**src/rtl/fade_sequencer.sv**
```systemverilog
`default_nettype none
// ============================================================================
//  Module   : fade_sequencer
//  Purpose  : Steps three fade channels through the six-segment RGB hue wheel
//             with run / pause / single-step control and reversible direction.
//  Revision : 1.0  initial release
// ============================================================================
module fade_sequencer #(
    parameter int PHASE_CYCLES = 2400000,
    parameter int CNT_W        = $clog2(PHASE_CYCLES)
) (
    input  logic       clk,
    input  logic       rst_n,
    input  logic       enable,
    input  logic       pause_req,
    input  logic       step,
    input  logic       dir,
    output logic [1:0] r_state,
    output logic [1:0] g_state,
    output logic [1:0] b_state,
    output logic [2:0] segment,
    output logic       seg_done,
    output logic       running
);

    localparam logic [1:0] C_INC  = 2'b00;
    localparam logic [1:0] C_DEC  = 2'b01;
    localparam logic [1:0] C_HIGH = 2'b10;
    localparam logic [1:0] C_LOW  = 2'b11;

    localparam logic [CNT_W-1:0] C_LAST    = CNT_W'(PHASE_CYCLES - 1);
    localparam logic [CNT_W-1:0] C_LAST_M1 = CNT_W'(PHASE_CYCLES - 2);

    typedef enum logic [1:0] {
        IDLE  = 2'd0,
        RAMP  = 2'd1,
        RUN   = 2'd2,
        PAUSE = 2'd3
    } state_t;

    state_t           state;
    logic [CNT_W-1:0] cnt;
    logic             last_dir;
    logic             step_pend;

    logic [2:0] seg_fwd;
    logic [2:0] seg_rev;
    logic [2:0] adv_seg;
    logic [5:0] adv_codes;
    logic [5:0] hold_codes;

    // Reverse swaps INC<->DEC: toggle bit 0 of every ramping (bit1 = 0) field.
    function automatic logic [5:0] row_codes(input logic [2:0] seg, input logic rev);
        logic [5:0] fwd;
        case (seg)
            3'd0:    fwd = {C_HIGH, C_INC,  C_LOW };
            3'd1:    fwd = {C_DEC,  C_HIGH, C_LOW };
            3'd2:    fwd = {C_LOW,  C_HIGH, C_INC };
            3'd3:    fwd = {C_LOW,  C_DEC,  C_HIGH};
            3'd4:    fwd = {C_INC,  C_LOW,  C_HIGH};
            3'd5:    fwd = {C_HIGH, C_LOW,  C_DEC };
            default: fwd = {C_LOW,  C_LOW,  C_LOW };
        endcase
        return fwd ^ ({6{rev}} & {1'b0, ~fwd[5], 1'b0, ~fwd[3], 1'b0, ~fwd[1]});
    endfunction

    function automatic logic [1:0] hold_code(input logic [1:0] code);
        return code[1] ? code : {1'b1, code[0]};
    endfunction

    // A direction change since the last boundary replays the same segment.
    always_comb begin
        seg_fwd = (segment == 3'd5) ? 3'd0 : segment + 3'd1;
        seg_rev = (segment == 3'd0) ? 3'd5 : segment - 3'd1;
        if (dir != last_dir) begin
            adv_seg = segment;
        end else if (dir) begin
            adv_seg = seg_rev;
        end else begin
            adv_seg = seg_fwd;
        end
        adv_codes  = row_codes(adv_seg, dir);
        hold_codes = {hold_code(r_state), hold_code(g_state), hold_code(b_state)};
    end

    always_ff @(posedge clk) begin
        if (!rst_n) begin
            state                       <= IDLE;
            {r_state, g_state, b_state} <= {C_LOW, C_LOW, C_LOW};
            segment                     <= 3'd0;
            cnt                         <= '0;
            seg_done                    <= 1'b0;
            running                     <= 1'b0;
            last_dir                    <= 1'b0;
            step_pend                   <= 1'b0;
        end else if (!enable) begin
            state                       <= IDLE;
            {r_state, g_state, b_state} <= {C_LOW, C_LOW, C_LOW};
            cnt                         <= '0;
            seg_done                    <= 1'b0;
            running                     <= 1'b0;
            step_pend                   <= 1'b0;
        end else begin
            case (state)
                IDLE: begin
                    state                       <= RAMP;
                    {r_state, g_state, b_state} <= {C_INC, C_LOW, C_LOW};
                    cnt                         <= '0;
                    seg_done                    <= 1'b0;
                    running                     <= 1'b1;
                end
                RAMP: begin
                    if (cnt == C_LAST) begin
                        state                       <= RUN;
                        segment                     <= dir ? 3'd5 : 3'd0;
                        {r_state, g_state, b_state} <= row_codes(dir ? 3'd5 : 3'd0, dir);
                        cnt                         <= '0;
                        seg_done                    <= 1'b0;
                        last_dir                    <= dir;
                    end else begin
                        cnt      <= cnt + CNT_W'(1);
                        seg_done <= (cnt == C_LAST_M1);
                    end
                end
                RUN: begin
                    if (cnt == C_LAST) begin
                        cnt      <= '0;
                        seg_done <= 1'b0;
                        last_dir <= dir;
                        if (pause_req || step_pend) begin
                            state                       <= PAUSE;
                            {r_state, g_state, b_state} <= hold_codes;
                            step_pend                   <= 1'b0;
                            running                     <= 1'b0;
                        end else begin
                            segment                     <= adv_seg;
                            {r_state, g_state, b_state} <= adv_codes;
                        end
                    end else begin
                        cnt      <= cnt + CNT_W'(1);
                        seg_done <= (cnt == C_LAST_M1);
                    end
                end
                PAUSE: begin
                    if (step || !pause_req) begin
                        state                       <= RUN;
                        segment                     <= adv_seg;
                        {r_state, g_state, b_state} <= adv_codes;
                        last_dir                    <= dir;
                        step_pend                   <= step;
                        running                     <= 1'b1;
                    end
                end
                default: state <= IDLE;
            endcase
        end
    end

endmodule
`default_nettype wire

```
**config.mk**
```make
export PLATFORM = sky130hd
export DESIGN_NAME = fade_sequencer
export DESIGN_NICKNAME = d
export VERILOG_FILES = /design/src/rtl/fade_sequencer.sv
export SDC_FILE = /design/constraint.sdc
export NUM_CORES = 1
export LEC_CHECK = 0
export BUFFER_PORTS_ARGS = -buffer_cell sky130_fd_sc_hd__buf_2
export CORE_ASPECT_RATIO = 1.2
export CORE_UTILIZATION = 43
export CTS_BUF_LIST = sky130_fd_sc_hd__clkbuf_2 sky130_fd_sc_hd__clkbuf_4 sky130_fd_sc_hd__clkbuf_8
export CTS_CLUSTER_SIZE = 14
export DETAILED_ROUTE_END_ITERATION = 8
export PLACE_DENSITY = 0.65
export SETUP_SLACK_MARGIN = 0.2
export SKIP_LAST_GASP = 1
export SYNTH_ARGS = -nofsm -noshare
export SYNTH_HDL_FRONTEND = slang
export SYNTH_SLANG_ARGS = --single-unit
```
**constraint.sdc**
```tcl
create_clock -name clk -period 6.1 [get_ports clk]
set_input_delay 0.61 -clock clk [delete_from_list [all_inputs] [get_ports clk]]
set_output_delay 0.61 -clock clk [all_outputs]
set_load 0.03 [all_outputs]
```
# After elaboration in Yosys (flattened, before gate mapping)
# Cells that the tools add are included.
[totals] register_bits=37 latchBits=0 mem_bits_rw=0 mem_bits_ro=0 mem_count=0
[op_classes] addsub=3 n_mul=0 n_div=0 n_lt_le_gt_ge=0 eq_ne=23 n_shift=0 muxes=49 bitwise=10 reduce_logical=21
[op_table] operator="6-bit one-hot mux with 6 select lines" n=2
[op_table] operator="22-bit == test (second input constant)" n=2
[op_table] operator="22-bit one-hot mux with 2 select lines" n=1
[op_table] operator="2-bit 2-to-1 mux" n=16
[op_table] operator="2-bit one-hot mux with 4 select lines" n=4
[op_table] operator="3-bit 2-to-1 mux" n=9
[op_table] operator="6-bit 2-to-1 mux" n=4
[op_table] operator="22-bit by 1-bit adder with 22-bit output (second input constant)" n=1
[op_table] operator="22-bit 2-to-1 mux" n=1
[op_table] operator="4-bit AND reduction" n=5
[op_table] operator="3-bit == test (second input constant)" n=5
[op_table] operator="6-bit by 5-bit AND with 6-bit output" n=2
[op_table] operator="3-bit by 2-bit == test with 1-bit output (second input constant)" n=4
[op_table] operator="6-bit XOR" n=2
[op_table] operator="2-bit != test (second input constant)" n=5
[op_table] operator="3-bit logical NOT" n=3
[op_table] operator="3-bit one-hot mux with 3 select lines" n=1
[op_table] operator="1-bit 2-to-1 mux" n=7
[op_table] operator="3-bit by 1-bit == test with 1-bit output (second input constant)" n=2
[op_table] operator="1-bit inverter" n=6
[op_table] operator="1-bit one-hot mux with 2 select lines" n=3
[op_table] operator="6-bit AND reduction" n=1
[op_table] operator="2-bit nonzero test" n=3
[op_table] operator="3-bit nonzero test" n=2
[op_table] operator="other kinds (13)" n=15

# Logic depth before layout (Yosys ltp)
# Gate-level depths: netlist of run 1.
[depth] depth_word=12 depth_mapped=10 mapped_depth_nobuf=7

# Worst setup path before layout of run 1
# Ideal clock, no wire load.
[synth_path] path_kind="register to register" startpoint="register segment[0]" endpoint="register b_state[0]" setup_time_ns=0.074 arrival_ns=2.675 setup_slack_ns=3.351 path_stages_with_launch=11 path_buffers=3 path_cell_list="dfxtp_1 clkbuf_1 buf_1 buf_2 nor2_1 ha_1 nand2b_1 mux2i_1 o32ai_1 a2111o_1 a31oi_1"
[synth_between] elab_chain_len=12
[synth_rtl] item="start, declared" line_no="21" rtl="output logic [2:0] segment,"
[synth_rtl] item="start signal, assigned" line_no="115" rtl="segment <= dir ? 3'd5 : 3'd0;"
[synth_rtl] item="start signal, assigned" line_no="136" rtl="segment <= adv_seg;"
[synth_rtl] item="start signal, assigned" line_no="147" rtl="segment <= adv_seg;"
[synth_rtl] item="3-bit by 1-bit adder with 3-bit output, or another cell as far along" line_no="73" rtl="seg_fwd = (segment == 3'd5) ? 3'd0 : segment + 3'd1;"
[synth_rtl] item="3-bit 2-to-1 mux (on tied branches)" line_no="73, 74"
[synth_rtl] item="3-bit 2-to-1 mux" line_no="77" rtl="end else if (dir) begin"
[synth_rtl] item="3-bit 2-to-1 mux (*)" line_no="75" rtl="if (dir != last_dir) begin"
[synth_rtl] item="3-bit == test, or another cell as far along" line_no="55" rtl="case (seg)"
[synth_rtl] item="6-bit one-hot mux with 6 select lines (*)" line_no="55"
[synth_rtl] item="1-bit inverter" line_no="64" rtl="return fwd ^ ({6{rev}} & {1'b0, ~fwd[5], 1'b0, ~fwd[3], 1'b0, ~fwd[1]});"
[synth_rtl] item="6-bit by 5-bit AND with 6-bit output" line_no="64"
[synth_rtl] item="6-bit XOR (*)" line_no="64"
[synth_rtl] item="2-bit 2-to-1 mux" line_no="130" rtl="if (pause_req || step_pend) begin"
[synth_rtl] item="2-bit 2-to-1 mux" line_no="126" rtl="if (cnt == C_LAST) begin"
[synth_rtl] item="2-bit one-hot mux with 4 select lines (*)" line_no="104" rtl="case (state)"
[synth_rtl] item="end signal, assigned" line_no="107" rtl="{r_state, g_state, b_state} <= {C_INC, C_LOW, C_LOW};"
[synth_rtl] item="end signal, assigned" line_no="132" rtl="{r_state, g_state, b_state} <= hold_codes;"
[synth_rtl] item="end signal, assigned" line_no="137" rtl="{r_state, g_state, b_state} <= adv_codes;"
[synth_rtl] item="end, declared" line_no="20" rtl="output logic [1:0] b_state,"
# Every way passes the cells marked *; elsewhere a longest branch is shown, timed or not. The select of a mux whose other input is x is not followed.
# A chain may end at the register's enable or synchronous reset.

# Final worst setup path of run 1
# Ends and elaborated chain as after synthesis.

==> results.txt, run 1 <==
Die H: 86.0 µm
Fmax: 388 MHz
Pwr dens: 231 nW/µm²
Max clock buf depth: 2
DRT Pass-1 Iters: 4
Post-route ant nets: 0
Num CTS Buffers: 5
Ant. Diodes: 0
Placed Instance Area: 2640 µm²
Slew @ Worst Pin: 0.891 ns
Crit-path max cell delay: 0.91 ns
FF-to-FF Start: segment[0]$_SDFFE_PN0P_
Vias per cell: 5.67
Mapped Cells: 316
Main synth FF type: dfxtp_1
Setup TNS Final: 0 ns
Post-CTS setup buffers: 0
Number of max-cap violations: 0
Post-layout nets: 336
DR WL/cell: 14.1 µm
Hold Startpoint: r_state[1]$_SDFFE_PN1P_
H-Tree Level Count: 2
Worst skew pair latency: 0.29 ns
CP Class: flip-flop to flip-flop
Resized Gates After CTS: 0
DRT iter0 DRCs: 172
EDFF count, synth: 0
Pins Over Slew Limit: 0
CTS tree: built
Register area share after synthesis: 29.3%
Total Wirelength: 5670 µm
RSZ-0062 raised after global routing: no
DPL Wire Length: 4070 µm
Number of global-route vias before repair: 2,090
Worst-path clk slew: 0.07 ns
Yosys warning count: 0
Asr flop ratio synth: 0%
R2R Path End: b_state[0]$_SDFFE_PN1P_
Crit path from: segment[0]$_SDFFE_PN0P_
Placer Congestion: 0.853
Total Routing Usage GR: 20.1%
Leakage power: 0.000913 µW
Yosys top cell area share: 29.3%
CP max FO: 30
CP startpoint kind: flip-flop
Buffers on Ports: 16
Root Buffer: clkbuf_8
Initial core utilization: 44.6%
Hold Crit Class: flip-flop to flip-flop
Hold EP: r_state[1]$_SDFFE_PN1P_
Fraction of layout cells with a size suffix above 1: 11.8%
Area Overhead vs Synth: 9.69%
Rows: 30
Remaining DRCs: 0
Initial antenna violation count: 0
Clock skew: 0.00960 ns
Relative max-transition margin: 40.5%
Slowest stage cell on the critical path: dfxtp_1
Cell Area, Synth: 2530 µm²
Dominant cells by area after synthesis: dfxtp_1 (29%), nor2_1 (6.1%), xnor2_1 (4.8%)
Die X-Extent: 72.0 µm
Final Critical Period: 2.58 ns
Post-synth cell types: 63
Number of setup violations in the final report: 0
Hold depth: 2
Routed vias: 2,281
Req. time, crit path: 6.32 ns
Final instance area: 2780 µm²
Worst R2R Path Depth: 7
CP Cell Sequence: nor2_1 -> ha_1 -> nand2b_1 -> mux2i_1 -> o32ai_1 -> a2111o_1 -> a31oi_1
Final Hold Fails: 0
Post-synth top area cell: dfxtp_1
Clock sinks: 37
First-pass GRT wire length: 9970 µm
WP data arrival: 2.80 ns
Worst Setup End Kind: flip-flop
Fin crit share: 42.2%
I/O pin cnt: 17
Post-synthesis net count: 331
Largest net degree at the start of global routing: 31
CTS Hold Buffers Added: 0
Peak supply drop: 0.000130 V
R2r setup slk: 3.52 ns
Die area: 6200 µm²
Synth Register Bits: 37
Syn_area_per_cell: 8.01 µm²
Core Box Area: 5670 µm²
Gr ovfl total: 0
Status: completed
==> flip-flops by register name, indices dropped and copies added (netlist names) <==
signal,count
cnt,22
segment,3
b_state,2
g_state,2
r_state,2
state,2
last_dir,1
running,1
seg_done,1
step_pend,1
==> power by group <==
group / internal, µW / total [µW] / switching, µW
Clock: 162 / 251 / 88.9
Combinational: 48.4 / 127 / 78.7
Sequential: 249 / 262 / 13.3
==> area by class of cell <==
class                           count  area (µm²)
Sequential cell                    37         741
Multi-Input combinational cell    250        1680
Fill cell                         561        2890
Timing Repair Buffer               17        87.6
Tap cell                           80         100
Inverter                           10        37.5
Clock buffer                        5        68.8
Clock inverter                      3        65.1
==> per-layer routing <==
metal  part of all wire [%]  global-route usage (%)  vias to the layer above
met3                    2.3                    3.64                        9
met4                    1.4                    5.88                        0
met2                     51                    34.7                       29
met1                     45                    25.2                     1070
met5                      0                       0                        -
li1                       -                       -                     1173
==> critical path, delay by kind of cell, from the launching register on <==
kind | cells | cell delay [ns]
muxes | 1 | 0.20
AOI/OAI and AO/OA | 3 | 0.70
DFF | 1 | 0.91
adders and majority gates | 1 | 0.37
and+or+nand+nor | 2 | 0.32
==> cells in the final DEF (no fill, tap or decap), types with 6 or more instances in the layout <==
master    instances
nand4_1           7
xor2_1            8
nor2b_1           7
o21ai_0          16
buf_2            16
dfxtp_1          37
ha_1              9
nor2_1           41
nand2b_1          6
inv_1            10
a21oi_1          18
nor3_1           11
nand2_1          20
xnor2_1          14
==> synth_stat cells (5+ instances only) <==
cell type and n:
a211oi_1 5, a21oi_1 18, clkbuf_1 11, dfxtp_1 37, ha_1 9, inv_1 10
nand2_1 20, nand2b_1 6, nand3_1 5, nand3b_1 5, nand4_1 7, nand4b_1 5
nor2_1 41, nor2b_1 7, nor3_1 11, o21ai_0 16, xnor2_1 14, xor2_1 8
==> logic make-up (layout without fill, tap and decap cells) <==
| family | after synthesis | count (layout) | share of synthesized area (%) |
|---|---|---|---|
| mux | 5 | 5 | 2.08 |
| compound gates | 75 | 75 | 20.6 |
| simple gates | 138 | 138 | 31.1 |
| buf+inv | 29 | 35 | 4.50 |
| xor+xnor | 22 | 22 | 7.62 |
| fa+ha+maj | 10 | 10 | 4.85 |
| flops | 37 | 37 | 29.3 |
==> per-stage QoR <==
step | total power, µW | hold WS [ns] | instances | setup slack [ns] | utilization [%]
after floorplan | 362 | 0.436 | 316 | 3.35 | -
after global placement | 395 | 0.450 | 394 | 3.61 | 46.6
after detailed placement | 394 | 0.459 | 394 | 3.56 | 46.6
after CTS | 647 | 0.471 | 402 | 3.55 | 49.0
after global routing | 675 | 0.495 | 402 | 3.17 | 49.0
final | 641 | 0.469 | 402 | 3.52 | 49.0
==> worst max-delay path by stage <==
stage,endpoint,slack (ns),depth (start not counted)
floorplan,b_state[0]$_SDFFE_PN1P_,3.35,10
CTS,b_state[0]$_SDFFE_PN1P_,3.55,7
finish,b_state[0]$_SDFFE_PN1P_,3.52,7
global route,b_state[1]$_SDFFE_PN1P_,3.17,6
detailed placement,b_state[0]$_SDFFE_PN1P_,3.56,7
global placement,b_state[0]$_SDFFE_PN1P_,3.61,7
(Power assumes the default switching activity.)
==> run 2, diff against run 1 <==
--- a/config.mk
+++ b/config.mk
@@ -5,6 +5,7 @@
 export SDC_FILE = /design/constraint.sdc
 export NUM_CORES = 1
 export LEC_CHECK = 0
+export ABC_AREA = 1
 export BUFFER_PORTS_ARGS = -buffer_cell sky130_fd_sc_hd__buf_2
 export CORE_ASPECT_RATIO = 1.2
 export CORE_UTILIZATION = 43
==> constraint.sdc (replaced) <==
create_clock -name clk -period 2.5 [get_ports clk]
set_input_delay 0.25 -clock clk [delete_from_list [all_inputs] [get_ports clk]]
set_output_delay 0.25 -clock clk [all_outputs]
set_load 0.03 [all_outputs]
==> results.txt, run 2 <==
Total Wirelength: 5400 µm
Worst-path clk slew: 0.08 ns
Setup TNS Final: 0 ns
Most frequent cell after synthesis: nand2_1
CTS Hold Buffers Added: 0
First-pass GRT wire length: 9660 µm
DRT Pass-1 Iters: 4
Relative max-transition margin: 73.4%
DPL Wire Length: 4250 µm
Die H: 83.2 µm
Slowest stage cell on the critical path: dfxtp_1
Hold Crit Class: input pin to flip-flop
Finished Layout Cells: 436
Hold EP: step_pend$_SDFFE_PN0P_
Mapped Cells: 352
Vias per cell: 5.17
Int Pwr: 979 µW
CP Class: flip-flop to flip-flop
Number of flip-flops in the largest register: 22
Clock skew: 0.00981 ns
Leakage power: 0.00111 µW
Dominant cells by area after synthesis: dfxtp_1 (31%), nand2_1 (13%), nand3_1 (6.8%)
Req. time, crit path: 2.68 ns
Yosys warning count: 0
Final design utilization: 49.4%
Post-route ant nets: 0
Initial antenna violation count: 0
Worst Setup End Kind: flip-flop
Resized Gates After CTS: 0
Number of global-route vias before repair: 2,209
Worst R2R Path Depth: 10
Num CTS Buffers: 5
Area Overhead vs Synth: 10.6%
FF-to-FF Start: state[0]$_SDFFE_PN0P_
CP startpoint kind: flip-flop
Slew @ Worst Pin: 0.396 ns
CP Depth: 10
R2r setup slk: 0.64 ns
Clock sinks: 37
Synth Register Bits: 37
Final WS setup: 0.642 ns
H-Tree Level Count: 2
Core Box Area: 5300 µm²
Combinational share of power: 19.4%
Most frequent cells in the layout: nand2_1 (85), nor2_1 (42), dfxtp_1 (37)
Pwr dens: 535 nW/µm²
Switching pwr: 421 µW
Crit path top cell by count: inv_1
CP Cell Sequence: inv_1 -> ha_1 -> inv_1 -> nor2_1 -> nor2_1 -> nand2_2 -> inv_1 -> nand3_1 -> nand2_1 -> nand2_1
Routed vias: 2,255
Post-synth top area cell: dfxtp_1
EDFF count, synth: 0
DR WL/cell: 12.4 µm
Clock power share: 36.3%
Number of setup violations in the final report: 0
Buf/Inv on CP: 3
Fraction of layout cells with a size suffix above 1: 17.1%
Post-synth cell types: 34
Rows: 29
RSZ-0062 raised after global routing: no
Biggest register: cnt
CTS tree: built
Net switching fraction of the power: 30.1%
Root Buffer: clkbuf_8
Post-layout nets: 389
Yosys top cell area share: 31.3%
WP data arrival: 2.04 ns
Pins Over Slew Limit: 0
Crit-path max cell delay: 0.44 ns
Worst slack, placed: 0.643 ns
CP top delay family: simple AND/OR/NAND/NOR gates
Hold Startpoint: step
Syn_area_per_cell: 6.72 µm²
Final Critical Period: 1.86 ns
Hold WS: 0.225 ns
Gr ovfl total: 0
Status: completed
Max clock buf depth: 2
Remaining DRCs: 0
Buffers on Ports: 16
Main synth FF type: dfxtp_1
Number of max-cap violations: 0
Cell Area, Synth: 2360 µm²
Die area: 5800 µm²
Post-synth top cells: nand2_1 (85), nor2_1 (42), dfxtp_1 (37)
Die X-Extent: 69.7 µm
Hold depth: 3
Largest net degree at the start of global routing: 17
Ant. Diodes: 0
Worst skew pair latency: 0.29 ns
Total Routing Usage GR: 20.6%
R2R Path End: b_state[1]$_SDFFE_PN1P_
CP max FO: 7
Placed cells: 429
Fin crit share: 74.3%
Fmax: 538 MHz
Most common cell after layout, fill and taps aside: nand2_1
Peak supply drop: 0.000295 V
Register area share after synthesis: 31.3%
Asr flop ratio synth: 0%
I/O pin cnt: 17
Part of the power in registers: 44.3%
Post-synthesis net count: 367
Largest regs: cnt: 22 flops, segment: 3 flops
DRT iter0 DRCs: 107
Initial core utilization: 44.6%
Placer Congestion: 0.835
Post-CTS setup buffers: 0
Final Hold Fails: 0
[run 2: cell types whose count changed after synthesis, moves of 6 or more]
cell	previous run	this run
clkbuf_1	11	0
inv_1	10	35
inv_2	0	8
nand2_1	20	85
nand2_2	0	11
nand2b_1	6	0
nand3_1	5	32
nor2b_1	7	0
o21ai_0	16	8
xnor2_1	14	2
xor2_1	8	2
[run 2: per-stage QoR]
step	total power, µW	area, µm²
after global placement	905	2510
after detailed placement	906	2510
after CTS	1410	2620
after floorplan	844	2360
after global routing	1470	2620
final	1400	2620
[run 2: power by group through the flow]
| stage | combinational, µW | sequential, µW | clock, µW |
|---|---|---|---|
| 2_1_floorplan | 189 | 655 | 0 |
| 3_3_place_gp | 271 | 633 | 0 |
| 3_5_place_dp | 272 | 634 | 0 |
| 4_1_cts | 273 | 620 | 516 |
| 5_1_grt | 311 | 622 | 542 |
| 6_report | 271 | 620 | 509 |
[run 2: worst max path at each step]
stage,startpoint,endpoint,slack [ns]
after floorplan,segment[0]$_SDFFE_PN0P_,b_state[0]$_SDFFE_PN1P_,0.66
after CTS,segment[0]$_SDFFE_PN0P_,b_state[1]$_SDFFE_PN1P_,0.64
after detailed placement,segment[0]$_SDFFE_PN0P_,b_state[1]$_SDFFE_PN1P_,0.64
after global routing,segment[0]$_SDFFE_PN0P_,b_state[1]$_SDFFE_PN1P_,0.42
after global placement,segment[0]$_SDFFE_PN0P_,b_state[1]$_SDFFE_PN1P_,0.68
final,state[0]$_SDFFE_PN0P_,b_state[1]$_SDFFE_PN1P_,0.64
[run 2: area by class of cell]
cell class | instances | area (µm²)
fill | 551 | 2680
multi-input combinational | 268 | 1440
sequential | 37 | 741
inverter | 45 | 169
timing repair buffer | 17 | 87.6
tap | 62 | 77.6
clock buffer | 5 | 68.8
clock inverter | 2 | 35.0
[run 2: kinds of logic after synthesis]
logic type,synth area share (%)
flip-flops,31.3
XOR/XNOR,1.48
buffers and inverters,7.94
AO/OA/AOI/OAI,9.74
adder cells (fa/ha/maj),4.76
AND/OR/NAND/NOR,44.8
[run 2: worst min-delay path, stage by stage]
cell and delay (ns):
buf_2 0.10, nand3_1 0.07, a21oi_1 0.05
[run 2: layer usage]
metal	vias up	routed length, µm	GRT usage (%)	part of all wire [%]
met2	46	2650	35.8	49
met3	19	160	3.76	3.0
li1	1185	-	-	-
met5	-	0	0	0
met4	0	222	10.9	4.1
met1	1005	2360	23.7	44
==> run 3, diff against run 2 <==
--- a/config.mk
+++ b/config.mk
@@ -12,7 +12,7 @@
 export CTS_BUF_LIST = sky130_fd_sc_hd__clkbuf_2 sky130_fd_sc_hd__clkbuf_4 sky130_fd_sc_hd__clkbuf_8
 export CTS_CLUSTER_SIZE = 14
 export DETAILED_ROUTE_END_ITERATION = 8
-export PLACE_DENSITY = 0.65
+export PLACE_DENSITY = 0.67
 export SETUP_SLACK_MARGIN = 0.2
 export SKIP_LAST_GASP = 1
 export SYNTH_ARGS = -nofsm -noshare
==> constraint.sdc (replaced) <==
create_clock -name clk -period 1.65 [get_ports clk]
set_input_delay 0.165 -clock clk [delete_from_list [all_inputs] [get_ports clk]]
set_output_delay 0.165 -clock clk [all_outputs]
set_load 0.03 [all_outputs]
==> results.txt, run 3 (synthesis gave the netlist of run 2 again) <==
Net switching fraction of the power: 32.1%
Num CTS Buffers: 5
Pins Over Slew Limit: 0
Total Wirelength: 6600 µm
Crit path top cell by count: nand2_4
Relative max-transition margin: 75.8%
Biggest register: cnt
Slowest stage cell on the critical path: dfxtp_4
Worst-path clk slew: 0.07 ns
Root Buffer: clkbuf_8
Peak supply drop: 0.000519 V
Rows: 29
CTS tree: built
DR WL/cell: 13.8 µm
Routed vias: 2,501
Core Box Area: 5300 µm²
Number of setup violations in the final report: 0
Max clock buf depth: 2
RSZ-0062 raised after global routing: yes
Initial core utilization: 44.6%
CP Class: flip-flop to flip-flop
Slew @ Worst Pin: 0.360 ns
Int Pwr: 1520 µW
Die X-Extent: 69.7 µm
Clock power share: 30.5%
Switching pwr: 721 µW
Fraction of layout cells with a size suffix above 1: 44.5%
Leakage power: 0.00139 µW
Fillers: 467
Crit-path max cell delay: 0.36 ns
Worst skew pair latency: 0.29 ns
Hold Crit Class: input pin to flip-flop
Combinational share of power: 27.7%
Final design utilization: 63.3%
Worst Setup End Kind: flip-flop
Die area: 5800 µm²
Largest net degree at the start of global routing: 17
H-Tree Level Count: 2
Req. time, crit path: 1.84 ns
Clock skew: 0.00544 ns
Buffers on Ports: 16
Initial antenna violation count: 0
Total Routing Usage GR: 22.2%
Area Overhead vs Synth: 41.9%
Clock sinks: 37
Largest regs: cnt: 22 flops, segment: 3 flops
Final Critical Period: 1.59 ns
DRT Pass-1 Iters: 4
Setup TNS Final: 0 ns
WP data arrival: 1.78 ns
I/O pin cnt: 17
Fin crit share: 96.2%
R2r setup slk: 0.06 ns
Remaining DRCs: 0
Status: completed
Buf/Inv on CP: 2
Total Power: 2240 µW
DPL Wire Length: 4620 µm
Die H: 83.2 µm
First-pass GRT wire length: 10,500 µm
Number of max-cap violations: 0
Part of the power in registers: 41.8%
Final Hold Fails: 0
Fmax: 630 MHz
Pwr dens: 668 nW/µm²
Most common cell after layout, fill and taps aside: nand2_1
CP Cell Sequence: ha_4 -> nand2_4 -> inv_4 -> nand2_4 -> nor2_4 -> nand3_4 -> o21ai_4 -> nand2_4 -> inv_4 -> nand3_4 -> nor2_4 -> nor2_2
CP max FO: 4
Placer Congestion: 0.878
Vias per cell: 5.23
CP startpoint kind: flip-flop
CP top delay family: simple AND/OR/NAND/NOR gates
Number of flip-flops in the largest register: 22
Hold WS: 0.145 ns
Sequential cell area: 769 µm²
Post-layout nets: 430
Post-route ant nets: 0
Ant. Diodes: 0
DRT iter0 DRCs: 115
Number of global-route vias before repair: 2,390
Most frequent cells in the layout: nand2_1 (66), buf_4 (35), inv_1 (30), nor2_1 (30), dfxtp_1 (26)
Gr ovfl total: 0
Combined area of the multi-input logic cells: 1800 µm²
## run 3: path summary, 6_finish.rpt
check | from | to | depth (start not counted)
worst max-delay path | cnt[1]$_SDFFE_PN0P_ | state[0]$_SDFFE_PN0P_ | 12
worst min-delay path | rst_n | segment[0]$_SDFFE_PN0P_ | 3
worst max register to register | cnt[1]$_SDFFE_PN0P_ | state[0]$_SDFFE_PN0P_ | 12
worst min register to register | seg_done$_SDFFE_PN0P_ | seg_done$_SDFFE_PN0P_ | 2
## run 3: repair_timing
| item | 4_1_cts | 5_1_grt |
|---|---|---|
| resized for setup | 46 | 53 |
| gates cloned | 0 | 0 |
| setup buffers | 13 | 7 |
| pin swaps | 21 | 36 |
| setup endpoints to repair | 37 | 37 |
| hold buffers | 0 | 0 |
## run 3: metrics by stage
step	std cells	worst slack [ns]	cell area [µm²]
CTS	471	0.0682	3120
global route	478	-0.0357	3350
global placement	450	-0.0162	2750
finish	478	0.0627	3350
detailed placement	450	-0.0629	2750
floorplan	352	0.131	2440
## run 3: cell type report
| class | instances | area share [%] |
|---|---|---|
| Tap cell | 62 | 2.31 |
| Timing Repair Buffer | 58 | 12.6 |
| Multi-Input combinational cell | 268 | 53.6 |
| Sequential cell | 37 | 22.9 |
| Clock buffer | 8 | 2.91 |
| Inverter | 45 | 5.63 |
## run 3: layer usage
metal | vias up | global-route usage (%) | share of wire (%)
met5 | - | 0 | 0
met4 | 0 | 6.91 | 1.5
met3 | 10 | 3.52 | 2.2
met2 | 31 | 43.5 | 56
met1 | 1181 | 23.8 | 40
li1 | 1279 | - | -
## run 3: worst min-delay path, cell delays in order
cell     delay [ns]
buf_2          0.13
nand2_1        0.07
nor2_1         0.04
## run 3: power by group through the flow
stage / logic [µW] / registers [µW] / clock network, µW
6_report: 620 / 938 / 684
2_1_floorplan: 292 / 996 / 0
5_1_grt: 673 / 943 / 745
3_3_place_gp: 445 / 960 / 0
4_1_cts: 542 / 938 / 706
3_5_place_dp: 450 / 961 / 0
